## config.mk

```make
export PLATFORM = sky130hd
export DESIGN_NAME = dma_priority_arbiter
export DESIGN_NICKNAME = d
export VERILOG_FILES = /design/src/rtl/dma_priority_arbiter.sv
export SDC_FILE = /design/constraint.sdc
export NUM_CORES = 1
export LEC_CHECK = 0
export CORE_MARGIN = 2
export CORE_UTILIZATION = 40
export CTS_CLUSTER_SIZE = 14
export DETAILED_ROUTE_END_ITERATION = 6
export PLACE_DENSITY = 0.7
export SYNTH_ARGS = -nofsm -noshare
export SYNTH_HDL_FRONTEND = slang
export SYNTH_SLANG_ARGS = --single-unit
```

## constraint.sdc

```tcl
create_clock -name CLK -period 1.95 [get_ports CLK]
set_input_delay 0.39 -clock CLK [delete_from_list [all_inputs] [get_ports CLK]]
set_output_delay 0.39 -clock CLK [all_outputs]
set_load 0.05 [all_outputs]
```

## src/rtl/dma_priority_arbiter.sv

```systemverilog
// 8237A-style channel arbiter: resolves hardware/software requests into one locked
// grant, drives VALID_DREQ/DACK during service and maintains the rotation pointer.
module dma_priority_arbiter #(
    parameter int unsigned NCH = 4
) (
    input  logic                     CLK,
    input  logic                     RESET,
    input  logic [NCH-1:0]           DREQ,
    input  logic [NCH-1:0]           maskReg,
    input  logic [NCH-1:0]           reqReg,
    input  logic                     ctrlDisable,
    input  logic                     rotPrio,
    input  logic                     dreqActLow,
    input  logic                     dackActHigh,
    input  logic                     hrq,
    input  logic                     HLDA,
    input  logic                     validDACK,
    input  logic                     tcDone,
    output logic [NCH-1:0]           VALID_DREQ,
    output logic [NCH-1:0]           DACK,
    output logic [$clog2(NCH)-1:0]   grantChan,
    output logic [NCH-1:0]           clrReq,
    output logic [$clog2(NCH)-1:0]   prioPtr
);
    localparam int unsigned PW = $clog2(NCH);

    typedef enum logic [1:0] {IDLE, GRANT, SERVICE, RELEASE} state_t;

    state_t          state, state_nxt;
    logic [NCH-1:0]  eff;
    logic [NCH-1:0]  valid_nxt, dack_nxt, clr_nxt;
    logic [PW-1:0]   grant_nxt, ptr_nxt, winner, idx;
    logic            found, hrq_q, exit_svc;

    assign eff      = ((DREQ ^ {NCH{dreqActLow}}) & ~maskReg) | reqReg;
    assign exit_svc = tcDone | (hrq_q & ~hrq);

    // Scan from the pointer upward; the PW-bit add wraps the index modulo NCH.
    always_comb begin
        winner = prioPtr;
        found  = 1'b0;
        idx    = prioPtr;
        for (int unsigned k = 0; k < NCH; k++) begin
            idx = prioPtr + PW'(k);
            if (!found && eff[idx]) begin
                winner = idx;
                found  = 1'b1;
            end
        end
    end

    always_comb begin
        state_nxt = state;
        valid_nxt = VALID_DREQ;
        grant_nxt = grantChan;
        clr_nxt   = '0;
        ptr_nxt   = rotPrio ? prioPtr : '0;
        dack_nxt  = {NCH{~dackActHigh}};
        case (state)
            IDLE: begin
                if (!ctrlDisable && found) begin
                    state_nxt         = GRANT;
                    grant_nxt         = winner;
                    valid_nxt         = '0;
                    valid_nxt[winner] = 1'b1;
                end
            end
            GRANT: begin
                if (hrq) begin
                    state_nxt = SERVICE;
                end else if (!eff[grantChan]) begin
                    state_nxt = IDLE;
                    valid_nxt = '0;
                end
            end
            SERVICE: begin
                // Release actions are registered on the exit edge so they are visible in RELEASE.
                if (exit_svc) begin
                    state_nxt = RELEASE;
                    valid_nxt = '0;
                    if (tcDone) clr_nxt[grantChan] = 1'b1;
                    if (rotPrio) ptr_nxt = grantChan + PW'(1);
                end else if (HLDA && validDACK) begin
                    dack_nxt[grantChan] = dackActHigh;
                end
            end
            RELEASE: begin
                state_nxt = IDLE;
            end
            default: state_nxt = IDLE;
        endcase
    end

    always_ff @(posedge CLK or posedge RESET) begin
        if (RESET) state <= IDLE;
        else       state <= state_nxt;
    end

    always_ff @(posedge CLK or posedge RESET) begin
        if (RESET) begin
            VALID_DREQ <= '0;
            DACK       <= '1;
            grantChan  <= '0;
            clrReq     <= '0;
            prioPtr    <= '0;
            hrq_q      <= 1'b0;
        end else begin
            VALID_DREQ <= valid_nxt;
            DACK       <= dack_nxt;
            grantChan  <= grant_nxt;
            clrReq     <= clr_nxt;
            prioPtr    <= ptr_nxt;
            hrq_q      <= hrq;
        end
    end
endmodule

```

Word level (Yosys, flattened, before mapping). Cells that the tools add are included.

Bits of input ports: 22. Logic and storage cells: 93. Register bits: 19. Output and inout bits: 16.

Multiplexer cells: 42. Equality and inequality tests: 8. Bitwise gates (word level): 8. Order comparisons: 8. Reductions and logical operators: 16. $add $sub $neg: 4.

Operators by type and width (number): 4-bit two-way mux (10); 2-bit two-way mux (11); 2-bit by 3-bit less-than comparator with 1-bit output, second input constant (6); 4-bit case mux with 3 select lines (1); 1-bit two-way mux (11); 1-bit binary-select mux with 2-bit select (5); 2-bit != test, second input constant (4); 2-bit case mux with 4 select lines (1); 1-bit logical AND (7); 5-bit AND reduction (1); 2-bit by 1-bit adder with 2-bit output, second input constant (2); 2-bit adder, second input constant (2); 4-bit AND (1); 4-bit bitwise mux (1); 1-bit demux with 2-bit select (2); 2-bit equality test, second input constant (2); 2-bit by 1-bit >= comparator with 1-bit output, second input constant (2); 1-bit logical NOT (4); 4-bit NOT (1); 4-bit bitwise OR (1); 4-bit XOR (1); 3-bit != test, second input constant (1); 3-bit AND reduction (1); 3-bit nonzero test (1); 6 further kinds (7).

Depth between registers and ports, before layout. Gate-level depths: netlist (run 1).

Word-level depth: 21. Depth in mapped cells: 6. Mapped depth without buffers: 6.

Worst setup path before layout (run 1). Ideal clock, no wire load.

Path type: reg-to-reg. From: reg prioPtr[0]. To: reg VALID_DREQ[3]. Data required time: 1.883 ns. Stages on the path, launching flop included: 7. Setup slack: -0.023 ns. Clock period less this slack: 1.973 ns. Setup time: 0.067 ns. Buffers on the path: 0. Data arrival time: 1.905 ns. Cell sequence: dfrtp_1 -> nor2_1 -> o21ai_1 -> o32ai_2 -> or4_4 -> nor4_2 -> mux2_1.

Longest elaborated chain between the ends: 18. Elaborated cells between the ends (all ways): 34. Classes of those cells: 3 x add/sub; 2 x order compare; 1 x eq/ne; 19 x mux; 9 x reduce/logical.

Ends and longest elaborated chain: start, declared (RTL line 23) `output logic [$clog2(NCH)-1:0] prioPtr`; start signal, assigned (RTL line 112) `prioPtr <= ptr_nxt;`; parallel branches: the longest is 18 deep, another holds 2-bit by 3-bit less-than comparator with 1-bit output; end signal, assigned (RTL line 108) `VALID_DREQ <= valid_nxt;`; end, declared (RTL line 19) `output logic [NCH-1:0] VALID_DREQ,`.

Several ways; the timed one is not identified. The select of a mux whose other input is x is not followed. A chain may end at the register's enable or synchronous reset.

Worst setup path after layout (run 1).
From: in maskReg[3]. To: reg VALID_DREQ[2].

Longest elaborated chain between the ends: 21. Elaborated cells between the ends (all ways): 37. Classes of those cells: 2 x order compare; 2 x eq/ne; 21 x mux; 3 x bitwise; 9 x reduce/logical.

Ends and longest elaborated chain: start, declared (RTL line 9) `input logic [NCH-1:0] maskReg,`; 4-bit NOT (*) (RTL line 35) `assign eff = ((DREQ ^ {NCH{dreqActLow}}) & ~maskReg) | reqReg;`; 4-bit AND (*) (RTL line 35); 4-bit bitwise OR (*) (RTL line 35); 1-bit binary-select mux with 2-bit select (RTL line 45) `if (!found && eff[idx]) begin`; 1-bit two-way mux (not written as such) (RTL line 45); 1-bit two-way mux (RTL line 45); 1-bit logical NOT (RTL line 45); 1-bit logical AND (RTL line 45); [5 not listed]; 1-bit logical AND (RTL line 45); 2-bit two-way mux (RTL line 45); 2-bit by 3-bit less-than comparator with 1-bit output (not written as such) / 2-bit by 1-bit >= comparator with 1-bit output (equally long branches) (RTL line 65) `valid_nxt[winner] = 1'b1;`; 1-bit logical AND (not written as such) (RTL line 65); 1-bit two-way mux (not written as such) (RTL line 65); 1-bit demux with 2-bit select (RTL line 65); 4-bit two-way mux (RTL line 61) `if (!ctrlDisable && found) begin`; 4-bit case mux with 3 select lines (RTL line 59) `case (state)`.

Mark *: on every way between the ends. The rest lies on a longest branch, timed or not. The select of a mux whose other input is x is not followed.

==> results.tsv, run 1 <==
stage	metric	value	unit
worst_hold_path	HP Class	primary input to async pin	
synth	Mapped Area	1200	µm²
global_route	total gr overflow	0	
detailed_routing	routed wire length	2990	µm
critical_path	Arr. time, crit path	2.16	ns
floorplan	row cnt	19	
synth	Warnings, synthesis	0	
power	static leakage	0.856	nW
run_status	failing checks	DRC	
run	max cap viols	0	
global_route	largest net degree at the start of global routing	20	
power	switch share	0.448	
detailed_routing	drt pass-1 iters	6	
final_layout	post-route cell area	1890	µm²
placement	placed instance area	1730	µm²
power	Cell Int Power	1.11	mW
final_layout	area grow syn2layout	57.5	%
critical_path	CP max stage delay	0.45	ns
synth	Mapped Cells	114	
global_route	vias in the first global route	1155	
synth	FF+latch count, synth	19	
final_layout	fillcell total	217	
global_route	first-pass GRT wire length	5000	µm
floorplan	Initial Util	0.429	
sta	Post-Route Setup TNS	0	ns
synth	Post-synth ARST share	1.00	
final_layout	layout cell share with drive strength beyond 1	0.369	
synth	ranking of synthesized cells by area	dfrtp_1, ha_1, dfstp_2, xor2_1, inv_1	
final_layout	highest-count cells in the layout ignoring fill and taps	buf_4, clkdlybuf4s50_1, dfrtp_1, inv_1, ha_1	
critical_path	Worst Path Buf+Inv	3	
sta	Slew Viols, Final	0	
floorplan	io pins	38	
synth	Seq/Total Area, Yosys	0.400	
power	P_sw	0.902	mW
sta	Rel. slew slack	0.665	
power	Sequential Power Share	0.282	
sta	Clock Skew	0.00494	ns
clocking	clk_lat worst skew	0.29	ns
sta	final hold violation count	0	
critical_path	CP delay by family, top	buffers and inverters	
synth	syn_nets	145	
run_status	status	finished with violations	
final_layout	non-filler cells, final	207	
global_route	overall routing resource usage	0.192	
placement	Final HPWL DP	2380	µm
detailed_routing	Vias	1113	
floorplan	die area	3460	µm²
detailed_routing	via density per instance	5.38	
critical_path	RR Startpoint	prioPtr[1]	
synth	Yosys cell types	43	
placement	GPL Wtd Cong	0.839	
sta	crit share post-route	0.988	
synth	Main synth FF type	dfrtp_1	
clocking	clk slew on worst S/H paths	0.11	ns
placement	PortBufs	37	
sta	Least-Margin Pin Slew	0.501	ns
power	clock share of power	0.097	
clocking	clk buf depth	2	
critical_path	Crit Path Class	primary input to flop	
sta	RSZ-0062 raised after global routing	true	
synth	Syn Area/Cell	10.5	µm²
final_layout	NumNets Final	208	
detailed_routing	initial drt markers	17	
critical_path	CP endpoint kind	flop	
clocking	Root Buffer Master	clkbuf_4	
floorplan	die width	58.8	µm
synth	Yosys top cell area share	0.312	
detailed_routing	antenna viol nets, final	0	
sta	clock period minus worst slack	1.93	ns
critical_path	Crit-path slowest cell	clkdlybuf4s50_1	
critical_path	CP cell instances	clkdlybuf4s50_1 > inv_1 > a21o_4 > a211oi_2 > nor4_2 > buf_4 > nor4_1 > mux2_1	
clocking	cts bufs inserted	3	
power	Power per Cell Area	1060	nW/µm²
detailed_routing	DRC	4	
placement	placed cells	200	
final_layout	n_diodes	0	
detailed_routing	wire length per cell	14.4	µm
floorplan	CORE AREA	2810	µm²
floorplan	die height	58.8	µm
clocking	Sink Count	19	
final_layout	commonest non-fill, non-tap cell in the layout	buf_4	
synth	Post-synth EDFFs	0	
critical_path	Critical Path RT	2.18	ns
power	combinational power share	0.621	
global_route	initial antenna violation count	0	
synth	dominant cell type by area after synthesis	dfrtp_1	
critical_path	crit-path max FO	5	
sta	fmax	519	MHz
final_layout	area of the multi-input gates	787	µm²
critical_path	Setup crit start kind	primary input	
critical_path	crit path from	maskReg[3]	
sta	final setup fails	0	
final_layout	Reg area	483	µm²
clocking	cts hold-fix bufs	0	
power	worst vdd ir	0.474	mV
clocking	TritonCTS clock tree	yes	
clocking	H-tree depth	1	
cell usage after synthesis (2+ instances only):
| master | count |
|---|---|
| o32ai_1 | 3 |
| a21oi_1 | 5 |
| mux2i_1 | 3 |
| a21oi_2 | 2 |
| nor4_1 | 2 |
| ha_1 | 9 |
| o211ai_1 | 2 |
| mux2_1 | 2 |
| nand4_1 | 3 |
| dfrtp_1 | 15 |
| nor3_1 | 2 |
| nor2_1 | 5 |
| xor2_1 | 5 |
| xnor2_1 | 2 |
| o21ai_1 | 3 |
| nand2_1 | 6 |
| and3_1 | 5 |
| dfstp_2 | 4 |
| inv_1 | 11 |
| o21ai_0 | 2 |
layer usage:
layer,routed length (µm),GRT usage
met3,198,0.0374
met1,1130,0.210
met5,0,0
met2,1620,0.368
met4,42,0.0584
registers in the layout, indices dropped and copies added (netlist names), named ones only:
register / cells
DACK: 4
VALID_DREQ: 4
clrReq: 4
grantChan: 2
hrq_q: 1
prioPtr: 2
state: 1
metrics by stage:
step	hold slack (ns)	power (mW)	setup slack, ns	utilization
2_1_floorplan	0.338	1.28	0.0327	-
3_3_place_gp	0.486	1.69	-0.598	0.616
3_5_place_dp	0.482	1.71	-0.660	0.616
4_1_cts	0.413	1.97	0.0296	0.652
5_1_grt	0.410	2.14	-0.0570	0.675
6_report	0.412	2.01	0.0225	0.675
kinds of logic after synthesis:
| logic type | count (synthesis) | share of synthesized area |
|---|---|---|
| simple gates | 32 | 0.160 |
| compound gates | 28 | 0.191 |
| flops | 19 | 0.400 |
| buf+inv | 12 | 0.0375 |
| fa+ha+maj | 9 | 0.0937 |
| xor+xnor | 8 | 0.0645 |
| mux | 6 | 0.0531 |
power by group through the flow:
stage | logic, mW | clock network, mW | registers [mW]
floorplan | 0.501 | 0 | 0.774
global placement | 1.12 | 0 | 0.570
detailed placement | 1.13 | 0 | 0.575
CTS | 1.20 | 0.203 | 0.568
global route | 1.34 | 0.222 | 0.580
finish | 1.25 | 0.195 | 0.568
path summary, 6_finish.rpt:
check	end	slack (ns)	cells after the start
hold reg to reg	VALID_DREQ[3]	0.52	1
max in group asynchronous	DACK[1]	1.28	3
setup reg to reg	VALID_DREQ[2]	0.05	7
setup / recovery	VALID_DREQ[2]	0.02	8
hold / removal	clrReq[1]	0.41	3
min in group CLK	VALID_DREQ[3]	0.52	1
cell type report:
type	instances	share of cell area
Multi-Input combinational cell	83	0.415
Timing Repair Buffer	58	0.271
Tap cell	31	0.0205
Clock buffer	4	0.0139
Inverter	12	0.0238
Sequential cell	19	0.255
worst register-to-register path, delay by kind of cell (launching register included):
kind | cells | cell delay, ns
AOI/OAI and AO/OA | 2 | 0.47
and+or+nand+nor | 2 | 0.36
muxes | 1 | 0.20
buffers and inverters | 2 | 0.28
DFF | 1 | 0.51
what timing repair did:
| action | 4_1_cts | 5_1_grt |
|---|---|---|
| pin swaps | 11 | 3 |
| setup buffers | 2 | 1 |
| gates resized for setup | 19 | 12 |
| endpoints found under the setup margin | 8 | 5 |
(Power assumes the default switching activity.)
==> inputs of run 2 (changes only) <==
Settings changed: PLACE_DENSITY 0.7 to 0.68, SLEW_MARGIN from default to 0.
Clock period 1.95 ns to 1.8 ns, I/O delays scaled along.
==> results.tsv, run 2 (synthesized netlist as in run 1, its figures left out) <==
stage	metric	value	unit	change
detailed_routing	wire length per cell	16.2	µm	+12%
sta	Slew Viols, Final	0		unchanged
final_layout	highest-count cells in the layout ignoring fill and taps	buf_4, dfrtp_1, inv_1, ha_1, clkdlybuf4s50_1		
power	Sequential Power Share	0.261		-0.021
power	Power Total	2.32	mW	+15%
clocking	clk_lat worst skew	0.30	ns	about the same
placement	Final HPWL DP	2410	µm	+1.4%
critical_path	Critical Path RT	2.00	ns	-0.18 ns
critical_path	CP cell instances	dlygate4sd2_1 > xnor2_2 > o21bai_1 > buf_4 > nor4b_4 > a21oi_2 > and3_4 > mux2_4		
global_route	global routing usage on met1	0.259		+0.0496
global_route	Most Used Layer, Global Route	met2		
placement	placed cells	203		+1.5%
global_route	initial antenna violation count	0		unchanged
power	clock share of power	0.095		-0.002
global_route	overall routing resource usage	0.199		+0.00728
critical_path	Setup crit start kind	primary input		
detailed_routing	antenna viol nets, final	0		unchanged
worst_hold_path	HP Class	primary input to async pin		
power	Power per Cell Area	1200	nW/µm²	+13%
clocking	clk slew on worst S/H paths	0.12	ns	about the same
placement	placed instance area	1750	µm²	+1.1%
power	switch share	0.458		+0.00968
detailed_routing	drt pass-1 iters	6		unchanged
power	Cell Int Power	1.26	mW	+13%
run_status	status	finished with violations		
placement	GPL Wtd Cong	0.807		-3.9%
critical_path	Arr. time, crit path	1.97	ns	-0.19 ns
floorplan	io pins	38		unchanged
placement	PortBufs	37		unchanged
sta	Least-Margin Pin Slew	0.401	ns	-0.100 ns
detailed_routing	Vias	1167		+4.9%
power	combinational power share	0.644		+0.023
global_route	largest net degree at the start of global routing	20		unchanged
sta	crit share post-route	0.979		
final_layout	area grow syn2layout	61.1	%	
floorplan	die area	3460	µm²	unchanged
clocking	cts hold-fix bufs	0		unchanged
final_layout	post-route cell area	1940	µm²	+2.2%
final_layout	Util after Layout	0.690		+0.0152
clocking	H-tree depth	1		unchanged
final_layout	n_diodes	0		unchanged
power	worst vdd ir	0.844	mV	+78%
detailed_routing	initial drt markers	33		+16
run_status	failing checks	DRC		
floorplan	die height	58.8	µm	unchanged
detailed_routing	DRC	1		-3
clocking	cts bufs inserted	3		unchanged
critical_path	CP endpoint kind	flop		
final_layout	commonest non-fill, non-tap cell in the layout	buf_4		
detailed_routing	via density per instance	5.40		+0.48%
clocking	Sink Count	19		unchanged
floorplan	Initial Util	0.429		unchanged
critical_path	CP max stage delay	0.29	ns	-0.16 ns
power	static leakage	0.940	nW	+9.8%
critical_path	Worst Path Buf+Inv	2		-1
clocking	Root Buffer Master	clkbuf_4		
sta	final hold violation count	0		unchanged
detailed_routing	routed wire length	3500	µm	+17%
power	P_sw	1.06	mW	+18%
floorplan	CORE AREA	2810	µm²	unchanged
global_route	total gr overflow	0		unchanged
final_layout	layout cell share with drive strength beyond 1	0.486		+0.117
final_layout	non-filler cells, final	216		+4.3%
final_layout	NumNets Final	217		+4.3%
critical_path	crit-path max FO	4		-1
global_route	first-pass GRT wire length	5340	µm	+6.8%
sta	final setup fails	0		unchanged
sta	clock period minus worst slack	1.76	ns	
sta	Clock Skew	0.00833	ns	+0.00339 ns
final_layout	Largest regs	DACK (4), VALID_DREQ (4), clrReq (4)		
clocking	TritonCTS clock tree	yes		
run	max cap viols	0		unchanged
critical_path	Crit Path Class	primary input to flop		
placement	setup slack at placement	-0.713	ns	-0.0530 ns
floorplan	die width	58.8	µm	unchanged
critical_path	Crit-path slowest cell	mux2_4		
critical_path	CP delay by family, top	simple AND/OR/NAND/NOR gates		
clocking	clk buf depth	2		unchanged
sta	final setup margin	0.0375	ns	+0.0150 ns
global_route	vias in the first global route	1181		+2.3%
global_route	met2 Use GR	0.344		-0.0238
global_route	met3 Usage GRT	0.0462		+0.00879
floorplan	row cnt	19		unchanged
sta	Rel. slew slack	0.732		+0.0671
sta	fmax	567	MHz	
==> run 2: cell count changes in the layout (fill, tap and decap cells not counted), moves of 2 or more <==
| cell | delta |
|---|---|
| dlygate4sd2_1 | +3 |
| dfrtp_2 | +2 |
| inv_1 | -2 |
| clkdlybuf4s50_1 | -15 |
| clkinv_2 | +2 |
| dfrtp_1 | -2 |
| buf_4 | +18 |
| clkbuf_2 | +2 |
==> run 2: repair_timing <==
action / CTS / global route
setup endpoints to repair: 8 / 7
setup buffers: 6 / 3
resized for setup: 31 / 14
pin swaps: 15 / 14
==> run 2: per-layer routing <==
metal	wire, µm	part of all wire
met1	1490	0.43
met2	1840	0.52
met3	142	0.041
met4	27	0.0077
met5	0	0
==> run 2: path summary, 6_finish.rpt <==
| kind | start | end | slack, ns | cells past startpoint |
|---|---|---|---|---|
| setup / recovery | DREQ[0] | VALID_DREQ[3] | 0.04 | 8 |
| hold / removal | RESET | VALID_DREQ[0] | 0.37 | 3 |
| setup reg to reg | flop | VALID_DREQ[3] | 0.10 | 6 |
| hold reg to reg | VALID_DREQ[3] | VALID_DREQ[3] | 0.53 | 1 |
| max in group asynchronous | RESET | DACK[1] | 1.17 | 3 |
| min in group CLK | VALID_DREQ[3] | VALID_DREQ[3] | 0.53 | 1 |
==> run 2: metrics by stage <==
| step | setup TNS (ns) | hold slack [ns] |
|---|---|---|
| final | 0 | 0.366 |
| after global routing | -0.0763 | 0.383 |
| after CTS | 0 | 0.381 |
| after detailed placement | -4.99 | 0.480 |
| after global placement | -4.53 | 0.474 |
| after floorplan | -0.0313 | 0.308 |
==> run 2: tightest hold or removal path, stage by stage <==
cell and delay, ns:
clkdlybuf4s50_1 0.40, inv_1 0.05, buf_4 0.26
==> run 2: power by group through the flow <==
stage | clock [mW] | sequential [mW] | combinational, mW
after floorplan | 0 | 0.841 | 0.567
after global placement | 0 | 0.598 | 1.29
after detailed placement | 0 | 0.605 | 1.31
after CTS | 0.228 | 0.598 | 1.35
after global routing | 0.241 | 0.618 | 1.59
final | 0.220 | 0.605 | 1.50
==> run 2: layout make-up <==
cell class | count | area (µm²)
Multi-Input combinational cell | 83 | 796
Clock inverter | 1 | 5.00
Inverter | 12 | 46.3
Clock buffer | 3 | 22.5
Fill cell | 211 | 868
Timing Repair Buffer | 67 | 543
Sequential cell | 19 | 485
Tap cell | 31 | 38.8
